$ cat config.mk
export PLATFORM = sky130hd
export DESIGN_NAME = multicycle_ctrl_unit
export DESIGN_NICKNAME = d
export VERILOG_FILES = /design/src/rtl/mc_ctrl_pkg.sv /design/src/rtl/alu_ctrl_decode.sv /design/src/rtl/multicycle_ctrl_unit.sv
export SDC_FILE = /design/constraint.sdc
export NUM_CORES = 1
export LEC_CHECK = 0
export CAP_MARGIN = 10
export CORE_MARGIN = 2
export CORE_UTILIZATION = 50
export DETAILED_ROUTE_END_ITERATION = 7
export HOLD_SLACK_MARGIN = 0.1
export PLACE_DENSITY = 0.85
export REMOVE_ABC_BUFFERS = 1
export SLEW_MARGIN = 20
export SYNTH_ARGS = -nofsm -noshare
export SYNTH_HDL_FRONTEND = slang
export SYNTH_HIERARCHICAL = 1
export SYNTH_SLANG_ARGS = --single-unit
$ cat constraint.sdc
create_clock -name clk -period 3.85 [get_ports clk]
set_clock_uncertainty 0.1 [all_clocks]
set_input_delay 0.5775 -clock clk [delete_from_list [all_inputs] [get_ports clk]]
set_output_delay 0.5775 -clock clk [all_outputs]
set_load 0.03 [all_outputs]
$ cat src/rtl/mc_ctrl_pkg.sv
// +----------------------------------------------------------------------+
// | mc_ctrl_pkg: shared types and encodings for the multicycle control   |
// | unit (states, opcodes, funct codes, ALU codes, mux select codes).    |
// | Revision: 1.0                                                        |
// +----------------------------------------------------------------------+
`default_nettype none

package mc_ctrl_pkg;

    typedef enum logic [3:0] {
        S_FETCH, S_DECODE, S_MEM_ADDR, S_MEM_RD, S_MEM_WB, S_MEM_WR,
        S_R_EXEC, S_R_WB, S_I_EXEC, S_I_WB, S_BRANCH, S_JUMP, S_JAL,
        S_JR, S_TRAP
    } state_t;

    // What the FSM asks of the ALU; ACLS_FUNCT defers to the R-type funct field.
    typedef enum logic [2:0] {
        ACLS_ADD, ACLS_SUB, ACLS_AND, ACLS_SLT, ACLS_FUNCT
    } alu_cls_t;

    localparam logic [5:0] c_OP_RTYPE = 6'b000000;
    localparam logic [5:0] c_OP_LW    = 6'b100011;
    localparam logic [5:0] c_OP_SW    = 6'b101011;
    localparam logic [5:0] c_OP_BEQ   = 6'b000100;
    localparam logic [5:0] c_OP_BNE   = 6'b000101;
    localparam logic [5:0] c_OP_J     = 6'b000010;
    localparam logic [5:0] c_OP_JAL   = 6'b000011;
    localparam logic [5:0] c_OP_ADDI  = 6'b001000;
    localparam logic [5:0] c_OP_SLTI  = 6'b001010;
    localparam logic [5:0] c_OP_ANDI  = 6'b001100;

    localparam logic [5:0] c_FN_ADD = 6'b100000;
    localparam logic [5:0] c_FN_SUB = 6'b100010;
    localparam logic [5:0] c_FN_AND = 6'b100100;
    localparam logic [5:0] c_FN_OR  = 6'b100101;
    localparam logic [5:0] c_FN_SLT = 6'b101010;
    localparam logic [5:0] c_FN_JR  = 6'b001000;

    localparam logic [2:0] c_ALU_ADD = 3'b010;
    localparam logic [2:0] c_ALU_SUB = 3'b110;
    localparam logic [2:0] c_ALU_AND = 3'b000;
    localparam logic [2:0] c_ALU_OR  = 3'b001;
    localparam logic [2:0] c_ALU_SLT = 3'b111;

    localparam logic [1:0] c_SRCB_B      = 2'b00;
    localparam logic [1:0] c_SRCB_FOUR   = 2'b01;
    localparam logic [1:0] c_SRCB_IMM    = 2'b10;
    localparam logic [1:0] c_SRCB_IMM_SH = 2'b11;

    localparam logic [1:0] c_RDST_RT = 2'b00;
    localparam logic [1:0] c_RDST_RD = 2'b01;
    localparam logic [1:0] c_RDST_RA = 2'b10;

    localparam logic [1:0] c_M2R_ALUOUT = 2'b00;
    localparam logic [1:0] c_M2R_MDR    = 2'b01;
    localparam logic [1:0] c_M2R_PC     = 2'b10;

    localparam logic [1:0] c_PCSRC_ALU    = 2'b00;
    localparam logic [1:0] c_PCSRC_ALUOUT = 2'b01;
    localparam logic [1:0] c_PCSRC_JUMP   = 2'b10;
    localparam logic [1:0] c_PCSRC_REG    = 2'b11;

    function automatic logic is_wait_state(input state_t s);
        return (s == S_FETCH) || (s == S_MEM_RD) || (s == S_MEM_WR);
    endfunction

endpackage

`default_nettype wire

$ cat src/rtl/alu_ctrl_decode.sv
// +----------------------------------------------------------------------+
// | alu_ctrl_decode: maps the FSM's ALU request class and funct field    |
// | to an ALU control code; flags unsupported R-type funct values.       |
// | Revision: 1.0                                                        |
// +----------------------------------------------------------------------+
`default_nettype none

module alu_ctrl_decode
    import mc_ctrl_pkg::*;
#(
    parameter int ALU_CTL_W = 3
) (
    input  alu_cls_t              alu_cls_i,
    input  logic [5:0]            funct_i,
    output logic [ALU_CTL_W-1:0]  alu_ctl_o,
    output logic                  illegal_o
);

    logic [2:0] w_code;

    always_comb begin
        w_code    = c_ALU_ADD;
        illegal_o = 1'b0;
        case (alu_cls_i)
            ACLS_ADD: w_code = c_ALU_ADD;
            ACLS_SUB: w_code = c_ALU_SUB;
            ACLS_AND: w_code = c_ALU_AND;
            ACLS_SLT: w_code = c_ALU_SLT;
            ACLS_FUNCT: begin
                case (funct_i)
                    c_FN_ADD: w_code = c_ALU_ADD;
                    c_FN_SUB: w_code = c_ALU_SUB;
                    c_FN_AND: w_code = c_ALU_AND;
                    c_FN_OR:  w_code = c_ALU_OR;
                    c_FN_SLT: w_code = c_ALU_SLT;
                    default:  illegal_o = 1'b1;
                endcase
            end
            default: w_code = c_ALU_ADD;
        endcase
    end

    assign alu_ctl_o = ALU_CTL_W'(w_code);

endmodule

`default_nettype wire

$ cat src/rtl/multicycle_ctrl_unit.sv
// +----------------------------------------------------------------------+
// | multicycle_ctrl_unit: main FSM + ALU control for the multicycle MIPS |
// | core with stalling memory, timeout/illegal trap. CTRL_PERF_CNT_EN    |
// | adds cycle/instruction counters. Revision: 1.0                       |
// +----------------------------------------------------------------------+
`default_nettype none

module multicycle_ctrl_unit
    import mc_ctrl_pkg::*;
#(
    parameter int ALU_CTL_W   = 3,
    parameter int MEM_TIMEOUT = 16,
    parameter int TMO_CNT_W   = 5
) (
    input  logic                  clk,
    input  logic                  rst,
    input  logic [5:0]            opcode,
    input  logic [5:0]            funct,
    input  logic                  zero,
    input  logic                  mem_ready,
    output logic                  alu_src_a,
    output logic [1:0]            alu_src_b,
    output logic [ALU_CTL_W-1:0]  alu_ctl,
    output logic                  mem_read,
    output logic                  mem_write,
    output logic                  i_or_d,
    output logic                  ir_write,
    output logic                  reg_write,
    output logic [1:0]            reg_dst,
    output logic [1:0]            mem_to_reg,
    output logic                  pc_write,
    output logic                  pc_write_cond_beq,
    output logic                  pc_write_cond_bne,
    output logic [1:0]            pc_src,
    output logic                  trap,
    output logic                  trap_cause
`ifdef CTRL_PERF_CNT_EN
    ,
    output logic [31:0]           cycle_cnt,
    output logic [31:0]           instr_cnt
`endif
);

    state_t                 state_q, state_d;
    logic [TMO_CNT_W-1:0]   wait_cnt_q, wait_cnt_d;
    logic                   trap_cause_q, trap_cause_d;

    alu_cls_t               w_alu_cls;
    logic                   w_illegal;
    logic                   w_waiting;
    logic                   w_timeout;
    logic                   w_unused_zero;

    // The branch condition is resolved in the datapath from the cond enables.
    assign w_unused_zero = zero;

    assign w_waiting  = is_wait_state(state_q) && !mem_ready;
    assign w_timeout  = w_waiting && (wait_cnt_q == TMO_CNT_W'(MEM_TIMEOUT - 1));
    assign wait_cnt_d = w_waiting ? (wait_cnt_q + TMO_CNT_W'(1)) : '0;

    always_comb begin
        w_alu_cls = ACLS_ADD;
        case (state_q)
            S_R_EXEC: w_alu_cls = ACLS_FUNCT;
            S_BRANCH: w_alu_cls = ACLS_SUB;
            S_I_EXEC: begin
                if (opcode == c_OP_SLTI)      w_alu_cls = ACLS_SLT;
                else if (opcode == c_OP_ANDI) w_alu_cls = ACLS_AND;
                else                          w_alu_cls = ACLS_ADD;
            end
            default:  w_alu_cls = ACLS_ADD;
        endcase
    end

    alu_ctrl_decode #(
        .ALU_CTL_W (ALU_CTL_W)
    ) u_alu_ctrl_decode (
        .alu_cls_i (w_alu_cls),
        .funct_i   (funct),
        .alu_ctl_o (alu_ctl),
        .illegal_o (w_illegal)
    );

    always_ff @(posedge clk) begin
        if (!rst) begin
            state_q      <= S_FETCH;
            wait_cnt_q   <= '0;
            trap_cause_q <= 1'b0;
        end else begin
            state_q      <= state_d;
            wait_cnt_q   <= wait_cnt_d;
            trap_cause_q <= trap_cause_d;
        end
    end

    always_comb begin
        state_d           = state_q;
        trap_cause_d      = trap_cause_q;
        alu_src_a         = 1'b0;
        alu_src_b         = c_SRCB_B;
        mem_read          = 1'b0;
        mem_write         = 1'b0;
        i_or_d            = 1'b0;
        ir_write          = 1'b0;
        reg_write         = 1'b0;
        reg_dst           = c_RDST_RT;
        mem_to_reg        = c_M2R_ALUOUT;
        pc_write          = 1'b0;
        pc_write_cond_beq = 1'b0;
        pc_write_cond_bne = 1'b0;
        pc_src            = c_PCSRC_ALU;

        if (!rst) begin
            state_d      = S_FETCH;
            trap_cause_d = 1'b0;
        end else begin
            case (state_q)
                S_FETCH: begin
                    mem_read  = 1'b1;
                    alu_src_b = c_SRCB_FOUR;
                    ir_write  = mem_ready;
                    pc_write  = mem_ready;
                    if (mem_ready) begin
                        state_d = S_DECODE;
                    end else if (w_timeout) begin
                        state_d      = S_TRAP;
                        trap_cause_d = 1'b1;
                    end
                end
                S_DECODE: begin
                    alu_src_b = c_SRCB_IMM_SH;
                    case (opcode)
                        c_OP_RTYPE: state_d = (funct == c_FN_JR) ? S_JR : S_R_EXEC;
                        c_OP_LW, c_OP_SW:                   state_d = S_MEM_ADDR;
                        c_OP_BEQ, c_OP_BNE:                 state_d = S_BRANCH;
                        c_OP_J:                             state_d = S_JUMP;
                        c_OP_JAL:                           state_d = S_JAL;
                        c_OP_ADDI, c_OP_SLTI, c_OP_ANDI:    state_d = S_I_EXEC;
                        default: begin
                            state_d      = S_TRAP;
                            trap_cause_d = 1'b0;
                        end
                    endcase
                end
                S_MEM_ADDR: begin
                    alu_src_a = 1'b1;
                    alu_src_b = c_SRCB_IMM;
                    state_d   = (opcode == c_OP_SW) ? S_MEM_WR : S_MEM_RD;
                end
                S_MEM_RD: begin
                    mem_read = 1'b1;
                    i_or_d   = 1'b1;
                    if (mem_ready) begin
                        state_d = S_MEM_WB;
                    end else if (w_timeout) begin
                        state_d      = S_TRAP;
                        trap_cause_d = 1'b1;
                    end
                end
                S_MEM_WB: begin
                    reg_write  = 1'b1;
                    reg_dst    = c_RDST_RT;
                    mem_to_reg = c_M2R_MDR;
                    state_d    = S_FETCH;
                end
                S_MEM_WR: begin
                    mem_write = 1'b1;
                    i_or_d    = 1'b1;
                    if (mem_ready) begin
                        state_d = S_FETCH;
                    end else if (w_timeout) begin
                        state_d      = S_TRAP;
                        trap_cause_d = 1'b1;
                    end
                end
                S_R_EXEC: begin
                    alu_src_a = 1'b1;
                    alu_src_b = c_SRCB_B;
                    if (w_illegal) begin
                        state_d      = S_TRAP;
                        trap_cause_d = 1'b0;
                    end else begin
                        state_d = S_R_WB;
                    end
                end
                S_R_WB: begin
                    reg_write  = 1'b1;
                    reg_dst    = c_RDST_RD;
                    mem_to_reg = c_M2R_ALUOUT;
                    state_d    = S_FETCH;
                end
                S_I_EXEC: begin
                    alu_src_a = 1'b1;
                    alu_src_b = c_SRCB_IMM;
                    state_d   = S_I_WB;
                end
                S_I_WB: begin
                    reg_write  = 1'b1;
                    reg_dst    = c_RDST_RT;
                    mem_to_reg = c_M2R_ALUOUT;
                    state_d    = S_FETCH;
                end
                S_BRANCH: begin
                    alu_src_a         = 1'b1;
                    alu_src_b         = c_SRCB_B;
                    pc_src            = c_PCSRC_ALUOUT;
                    pc_write_cond_beq = (opcode == c_OP_BEQ);
                    pc_write_cond_bne = (opcode == c_OP_BNE);
                    state_d           = S_FETCH;
                end
                S_JUMP: begin
                    pc_write = 1'b1;
                    pc_src   = c_PCSRC_JUMP;
                    state_d  = S_FETCH;
                end
                S_JAL: begin
                    // PC already holds PC+4 here, so it is the link value.
                    pc_write   = 1'b1;
                    pc_src     = c_PCSRC_JUMP;
                    reg_write  = 1'b1;
                    reg_dst    = c_RDST_RA;
                    mem_to_reg = c_M2R_PC;
                    state_d    = S_FETCH;
                end
                S_JR: begin
                    pc_write = 1'b1;
                    pc_src   = c_PCSRC_REG;
                    state_d  = S_FETCH;
                end
                S_TRAP: state_d = S_TRAP;
                default: begin
                    state_d      = S_TRAP;
                    trap_cause_d = 1'b0;
                end
            endcase
        end
    end

    assign trap       = (state_q == S_TRAP);
    assign trap_cause = trap_cause_q;

`ifdef CTRL_PERF_CNT_EN
    logic [31:0] cycle_cnt_q;
    logic [31:0] instr_cnt_q;

    always_ff @(posedge clk) begin
        if (!rst) begin
            cycle_cnt_q <= '0;
            instr_cnt_q <= '0;
        end else begin
            if (state_q != S_TRAP) begin
                cycle_cnt_q <= cycle_cnt_q + 32'd1;
            end
            if ((state_d == S_FETCH) && (state_q != S_FETCH)) begin
                instr_cnt_q <= instr_cnt_q + 32'd1;
            end
        end
    end

    assign cycle_cnt = cycle_cnt_q;
    assign instr_cnt = instr_cnt_q;
`endif

endmodule

`default_nettype wire

==> impl_metrics.tcl, run 1 <==
set metrics [dict create \
    num_vias 1431 \
    max_cap_viol_count 0 \
    globalRoute.totalOverflow 0 \
    place.gp.congestion 0.842 \
    final-hold-violation-count 0 \
    std_cell_rows 17 \
    antenna_cells 0 \
    detailedPlace.worstSlack_ns 0.199 \
    r2r-start "state_q[1]" \
    met2_length_um 1680 \
    drt-initial-drc-count 44 \
    routed_wirelength_um 3540 \
    netlist.area_leader.share 0.163 \
    synthArstFlopShare 0 \
    timing.critical_path.cells "clkdlybuf4s50_1 -> or2_1 -> nor2_1 -> a31oi_1 -> nor4b_1 -> inv_1 -> o22ai_1 -> clkdlybuf4s50_1" \
    worstPathRequired_ns 3.17 \
    timing_max_transition_violations_final 0 \
    netlist-cell-type-count 53 \
    clk_path_buf_depth 2 \
    average_cell_area_after_synthesis_um2 7.09 \
    cts_hold_buf 0 \
    met3_wire_length_um 277 \
    setup_slack_ns 0.102 \
    die-height_um 53.5 \
    worstMarginPinSlew_ns 0.572 \
    setup_viol_count_final 0 \
    cts.clk_slew.worst_paths_ns 0.06 \
    netlist_top_cells_area "sky130_fd_sc_hd__dfxtp_1, sky130_fd_sc_hd__nor2_1, sky130_fd_sc_hd__o21ai_0" \
    insertion_delay_ns 0.27 \
    timing.rr.end "trap_cause" \
    initial_core_util 0.539 \
    grt_max_degree 22 \
    post_route_fraction_of_the_period_consumed_by_the_critical_path 0.974 \
    timing.final.crit_period_ns 3.75 \
    h_tree_depth 1 \
    worst_hold_path.num_cells 1 \
    cts_root_buf "sky130_fd_sc_hd__clkbuf_4" \
    proportion_of_layout_cells_with_a_drive_suffix_above_1 0.120 \
    worst_path_max_fanout 4 \
    firstDrtPassIters 4 \
    fp.dieArea_um2 2860 \
    io-pin-count 38 \
    cp_data_arrival_time_ns 3.07 \
    fin_setup_tns_ns 0 \
    flow.area_growth_from_synthesis_pct 35.1 \
    die-width_um 53.5 \
    cpMostUsedCell "sky130_fd_sc_hd__clkdlybuf4s50_1" \
    synthesis.yosys.warnings 6 \
    postSynthCellCount 173 \
    cp_slowest_cell "sky130_fd_sc_hd__clkdlybuf4s50_1" \
    hold_path_class "flip-flop to flip-flop" \
    critical_path_capture_point_type "output port" \
    drcViolationCount 0 \
    number_of_routed_nets_with_antenna_violations 0 \
    cts_buffers 3 \
    placement.io_buffers 36 \
    synth_edf_count 0 \
    synth_area_leader_cell "sky130_fd_sc_hd__dfxtp_1" \
    coreArea_um2 2280 \
    timing.max_slew.rel_slack 0.613 \
    avgViaCountPerCell 6.06 \
    routed_wire_length_per_instance_um 15.0 \
    post-dp-hpwl_um 2590 \
    tritoncts "built" \
    status "finished clean" \
    timing.hold.worst.start "wait_cnt_q[0]" \
    grt_pass1_vias 1340 \
    grt_use_total 0.272 \
    yosys_most_used_dff "sky130_fd_sc_hd__dfxtp_1" \
    max_stage_delay_ns 0.69 \
    cp-start-kind "input port" \
    grt_pass1_wl_um 5890 \
    max-vdd-ir-drop_v 0.000307 \
    synth_seq_cells 10 \
    synth-seq-area-share 0.163 \
    clock-sinks 10 \
    met1_routed_wirelength_after_detailed_routing_um 1510 \
    top_signal_layer_used "met4" \
    cts_resized 0 \
    timing.reg2reg.worst_path_depth 10 \
    number_of_antenna_violations_at_the_first_check_in_global_routing 0 \
    power_density_nw_per_um2 452 \
    nNetsFinal 227 \
    rrSetupSlack_ns 1.15 \
    syn-cell-area_um2 1230 \
    leakage_power_nw 0.603 \
    post_cts_setup_buffer_count 0 \
    worstSetupPathType "input port to output port" \
    hold_end "wait_cnt_q[0]" \
    rsz0062_at_grt "no" \
    achievable-frequency_ghz 0.267 \
]
[critical path, delay by kind of cell]
kind | cells | cell delay [ns]
simple gates | 3 | 0.94
compound gates | 2 | 0.30
buf+inv | 3 | 1.25
[metrics by stage]
| step | hold slack [ns] | cells | power (mW) | utilization | cell area (um^2) |
|---|---|---|---|---|---|
| finish | 0.361 | 236 | 0.749 | 0.728 | 1660 |
| global placement | 0.329 | 232 | 0.634 | 0.712 | 1620 |
| floorplan | 0.318 | 158 | 0.474 | - | 1150 |
| global route | 0.380 | 236 | 0.795 | 0.728 | 1660 |
| CTS | 0.362 | 236 | 0.745 | 0.728 | 1660 |
| detailed placement | 0.352 | 232 | 0.643 | 0.712 | 1620 |
[registers in the layout, indices dropped and copies added (netlist names)]
signal	flops
wait_cnt_q	5
state_q	4
trap_cause	1
[how the worst max path moves through the flow]
stage | from | to | slack, ns | cells past startpoint
after floorplan | state_q[1] | alu_ctl[2] | 0.95 | 5
after global placement | opcode[5] | alu_ctl[2] | 0.26 | 8
after detailed placement | opcode[5] | alu_ctl[2] | 0.20 | 8
after CTS | opcode[5] | alu_ctl[2] | 0.18 | 8
after global routing | opcode[5] | alu_ctl[2] | 0.06 | 8
final | opcode[5] | alu_ctl[2] | 0.10 | 8
[synth_stat cells (4+ instances only)]
master,number
sky130_fd_sc_hd__a21oi_1,9
sky130_fd_sc_hd__and3_1,7
sky130_fd_sc_hd__buf_2,9
sky130_fd_sc_hd__clkbuf_1,4
sky130_fd_sc_hd__dfxtp_1,10
sky130_fd_sc_hd__inv_1,8
sky130_fd_sc_hd__nand2_1,11
sky130_fd_sc_hd__nand2b_1,5
sky130_fd_sc_hd__nand3_1,8
sky130_fd_sc_hd__nor2_1,19
sky130_fd_sc_hd__nor2b_1,5
sky130_fd_sc_hd__nor3_1,5
sky130_fd_sc_hd__nor3b_1,6
sky130_fd_sc_hd__o21ai_0,11
[report_power, final]
part           switching (mW)  total (mW)  internal (mW)
clock network          0.0367      0.0942         0.0575
logic                   0.290       0.496          0.207
registers              0.0362       0.159          0.122
[logic make-up (layout without fill, tap and decap cells)]
| logic type | count (synthesis) | count (layout) | share of synthesized area |
|---|---|---|---|
| DFF | 10 | 10 | 0.163 |
| and+or+nand+nor | 88 | 88 | 0.435 |
| buffers and inverters | 23 | 58 | 0.0867 |
| xor gates and xnor gates | 6 | 6 | 0.0582 |
| adders and majority gates | 2 | 2 | 0.0204 |
| AOI/OAI and AO/OA | 44 | 44 | 0.237 |
[per-layer routing]
layer	track usage	vias to the layer above
met2	0.459	73
met3	0.0198	10
met1	0.357	656
met4	0.107	0
li1	-	692
met5	0	-
[layout by cell type (no fill, tap or decap), types with 5 or more instances in the layout]
| cell | n |
|---|---|
| sky130_fd_sc_hd__nor2b_1 | 5 |
| sky130_fd_sc_hd__nand2_1 | 11 |
| sky130_fd_sc_hd__nor2_1 | 19 |
| sky130_fd_sc_hd__and3_1 | 7 |
| sky130_fd_sc_hd__buf_4 | 10 |
| sky130_fd_sc_hd__clkdlybuf4s50_1 | 36 |
| sky130_fd_sc_hd__a21oi_1 | 9 |
| sky130_fd_sc_hd__nand2b_1 | 5 |
| sky130_fd_sc_hd__nor3b_1 | 6 |
| sky130_fd_sc_hd__nand3_1 | 8 |
| sky130_fd_sc_hd__inv_1 | 8 |
| sky130_fd_sc_hd__nor3_1 | 5 |
| sky130_fd_sc_hd__dfxtp_1 | 10 |
| sky130_fd_sc_hd__o21ai_0 | 11 |
[layout make-up]
type	instances	area, um^2
clock buffer	4	36.3
fill	187	619
inverter	8	30.0
multi-input combinational	140	920
sequential	10	200
tap	28	35.0
timing repair buffer	46	435
Note: power is estimated with default switching activity, not from simulation.
==> run 2, diff against run 1 <==
- GPL_ROUTABILITY_DRIVEN: not set -> 1
- GPL_TIMING_DRIVEN: not set -> 0
==> impl_metrics.tcl, run 2 (synthesis gave the netlist of run 1 again) <==
set metrics [dict create \
    grt_max_degree 29 \
    sequentialPowerShare 0.310 \
    report.power.total_mw 0.718 \
    grt_use_total 0.252 \
    clock-sinks 10 \
    post_cts_setup_buffer_count 0 \
    leakage_power_nw 0.592 \
    num_vias 1381 \
    grt_pass1_wl_um 5440 \
    worst_hold_margin_ns 0.356 \
    placed_area_um2 1550 \
    fin_setup_tns_ns 0 \
    rrSetupSlack_ns 1.11 \
    cp_data_arrival_time_ns 2.90 \
    power_density_nw_per_um2 449 \
    h_tree_depth 1 \
    nNetsFinal 217 \
    proportion_of_layout_cells_with_a_drive_suffix_above_1 0.0960 \
    critical_path_capture_point_type "output port" \
    worst_path_max_fanout 11 \
    timing.final.crit_period_ns 3.58 \
    drcViolationCount 0 \
    power_frac_clock 0.133 \
    post_route_fraction_of_the_period_consumed_by_the_critical_path 0.930 \
    power.share.combinational 0.558 \
    worstMarginPinSlew_ns 0.973 \
    netSwitchingFraction 0.487 \
    initial_core_util 0.539 \
    clk_path_buf_depth 2 \
    layout.cells.most_common "sky130_fd_sc_hd__clkdlybuf4s50_1" \
    hold_path_class "flip-flop to flip-flop" \
    routed_wirelength_um 3230 \
    routed_wire_length_per_instance_um 14.3 \
    detailedPlace.worstSlack_ns 0.0863 \
    flow.area_growth_from_synthesis_pct 30.5 \
    cts_buffers 3 \
    p_sw_mw 0.350 \
    rsz0062_at_grt "no" \
    cts_root_buf "sky130_fd_sc_hd__clkbuf_4" \
    grt_pass1_vias 1277 \
    firstDrtPassIters 4 \
    antenna_cells 0 \
    drt-initial-drc-count 38 \
    fin_area_um2 1600 \
    place.gp.congestion 0.822 \
    worstPathRequired_ns 3.17 \
    avgViaCountPerCell 6.11 \
    setup_slack_ns 0.269 \
    timing_max_transition_violations_final 0 \
    tritoncts "built" \
    number_of_antenna_violations_at_the_first_check_in_global_routing 0 \
    cp-start-kind "input port" \
    fp.dieArea_um2 2860 \
    cts.clk_slew.worst_paths_ns 0.06 \
    globalRoute.totalOverflow 0 \
    std_cell_rows 17 \
    placement.io_buffers 36 \
    max-vdd-ir-drop_v 0.000372 \
    largest_reg_flops 5 \
    die-height_um 53.5 \
    die-width_um 53.5 \
    coreArea_um2 2280 \
    timing.max_slew.rel_slack 0.350 \
    achievable-frequency_ghz 0.279 \
    io-pin-count 38 \
    insertion_delay_ns 0.27 \
    worstSetupPathType "input port to output port" \
    final-hold-violation-count 0 \
    status "finished clean" \
    number_of_inserted_filler_cells_in_the_final_layout 183 \
    post-dp-hpwl_um 2440 \
    cts_hold_buf 0 \
    registers.top_by_ff_count "wait_cnt_q" \
    number_of_routed_nets_with_antenna_violations 0 \
    max_cap_viol_count 0 \
    setup_viol_count_final 0 \
    p_int_mw 0.368 \
    leading_cell_types_in_the_layout_fill_and_taps_excluded "sky130_fd_sc_hd__clkdlybuf4s50_1, sky130_fd_sc_hd__nor2_1, sky130_fd_sc_hd__nand2_1, sky130_fd_sc_hd__o21ai_0, sky130_fd_sc_hd__a21oi_1" \
]
==> run 2: metal layers <==
metal  global-route usage  wire length (um)
met1                0.315              1370
met3               0.0480               210
met4               0.0427                48
met5                    0                 0
met2                0.449              1600
==> run 2: timing repair <==
| action | in CTS | in global routing |
|---|---|---|
| resized for setup | 1 | 5 |
| cloned | 0 | 0 |
| hold endpoints to repair | 0 | 0 |
| setup endpoints to repair | 2 | 2 |
==> run 2: worst max-delay path, stage by stage <==
cell                              delay, ns
sky130_fd_sc_hd__clkdlybuf4s50_1       0.70
sky130_fd_sc_hd__xor2_1                0.19
sky130_fd_sc_hd__nand3_1               0.10
sky130_fd_sc_hd__nor2_1                0.26
sky130_fd_sc_hd__and4b_1               0.23
sky130_fd_sc_hd__o21ai_0               0.16
sky130_fd_sc_hd__clkdlybuf4s50_1       0.69
==> run 2: path summary, 6_finish.rpt <==
check / from / endpoint / depth (start not counted)
max: opcode[1] / alu_ctl[1] / 7
min reg2reg: wait_cnt_q[0] / wait_cnt_q[0] / 1
min: wait_cnt_q[0] / wait_cnt_q[0] / 1
max reg2reg: state_q[0] / trap_cause / 10
==> run 2: power groups by stage <==
stage | clock network, mW | logic, mW | registers (mW)
2_1_floorplan | 0 | 0.276 | 0.198
3_3_place_gp | 0 | 0.387 | 0.221
3_5_place_dp | 0 | 0.396 | 0.220
4_1_cts | 0.0972 | 0.399 | 0.219
5_1_grt | 0.100 | 0.435 | 0.233
6_report | 0.0953 | 0.400 | 0.222
==> run 2: final cells by class <==
| type | count | area, um^2 | area share |
|---|---|---|---|
| inverter | 8 | 30.0 | 0.0188 |
| sequential | 10 | 203 | 0.127 |
| timing repair buffer | 36 | 365 | 0.228 |
| multi-input combinational | 140 | 931 | 0.582 |
| tap | 28 | 35.0 | 0.0219 |
| clock buffer | 4 | 36.3 | 0.0227 |
==> run 2: per-stage QoR <==
step,instances,utilization
after floorplan,158,-
final,226,0.703
after detailed placement,222,0.679
after CTS,226,0.695
after global routing,226,0.703
after global placement,222,0.679
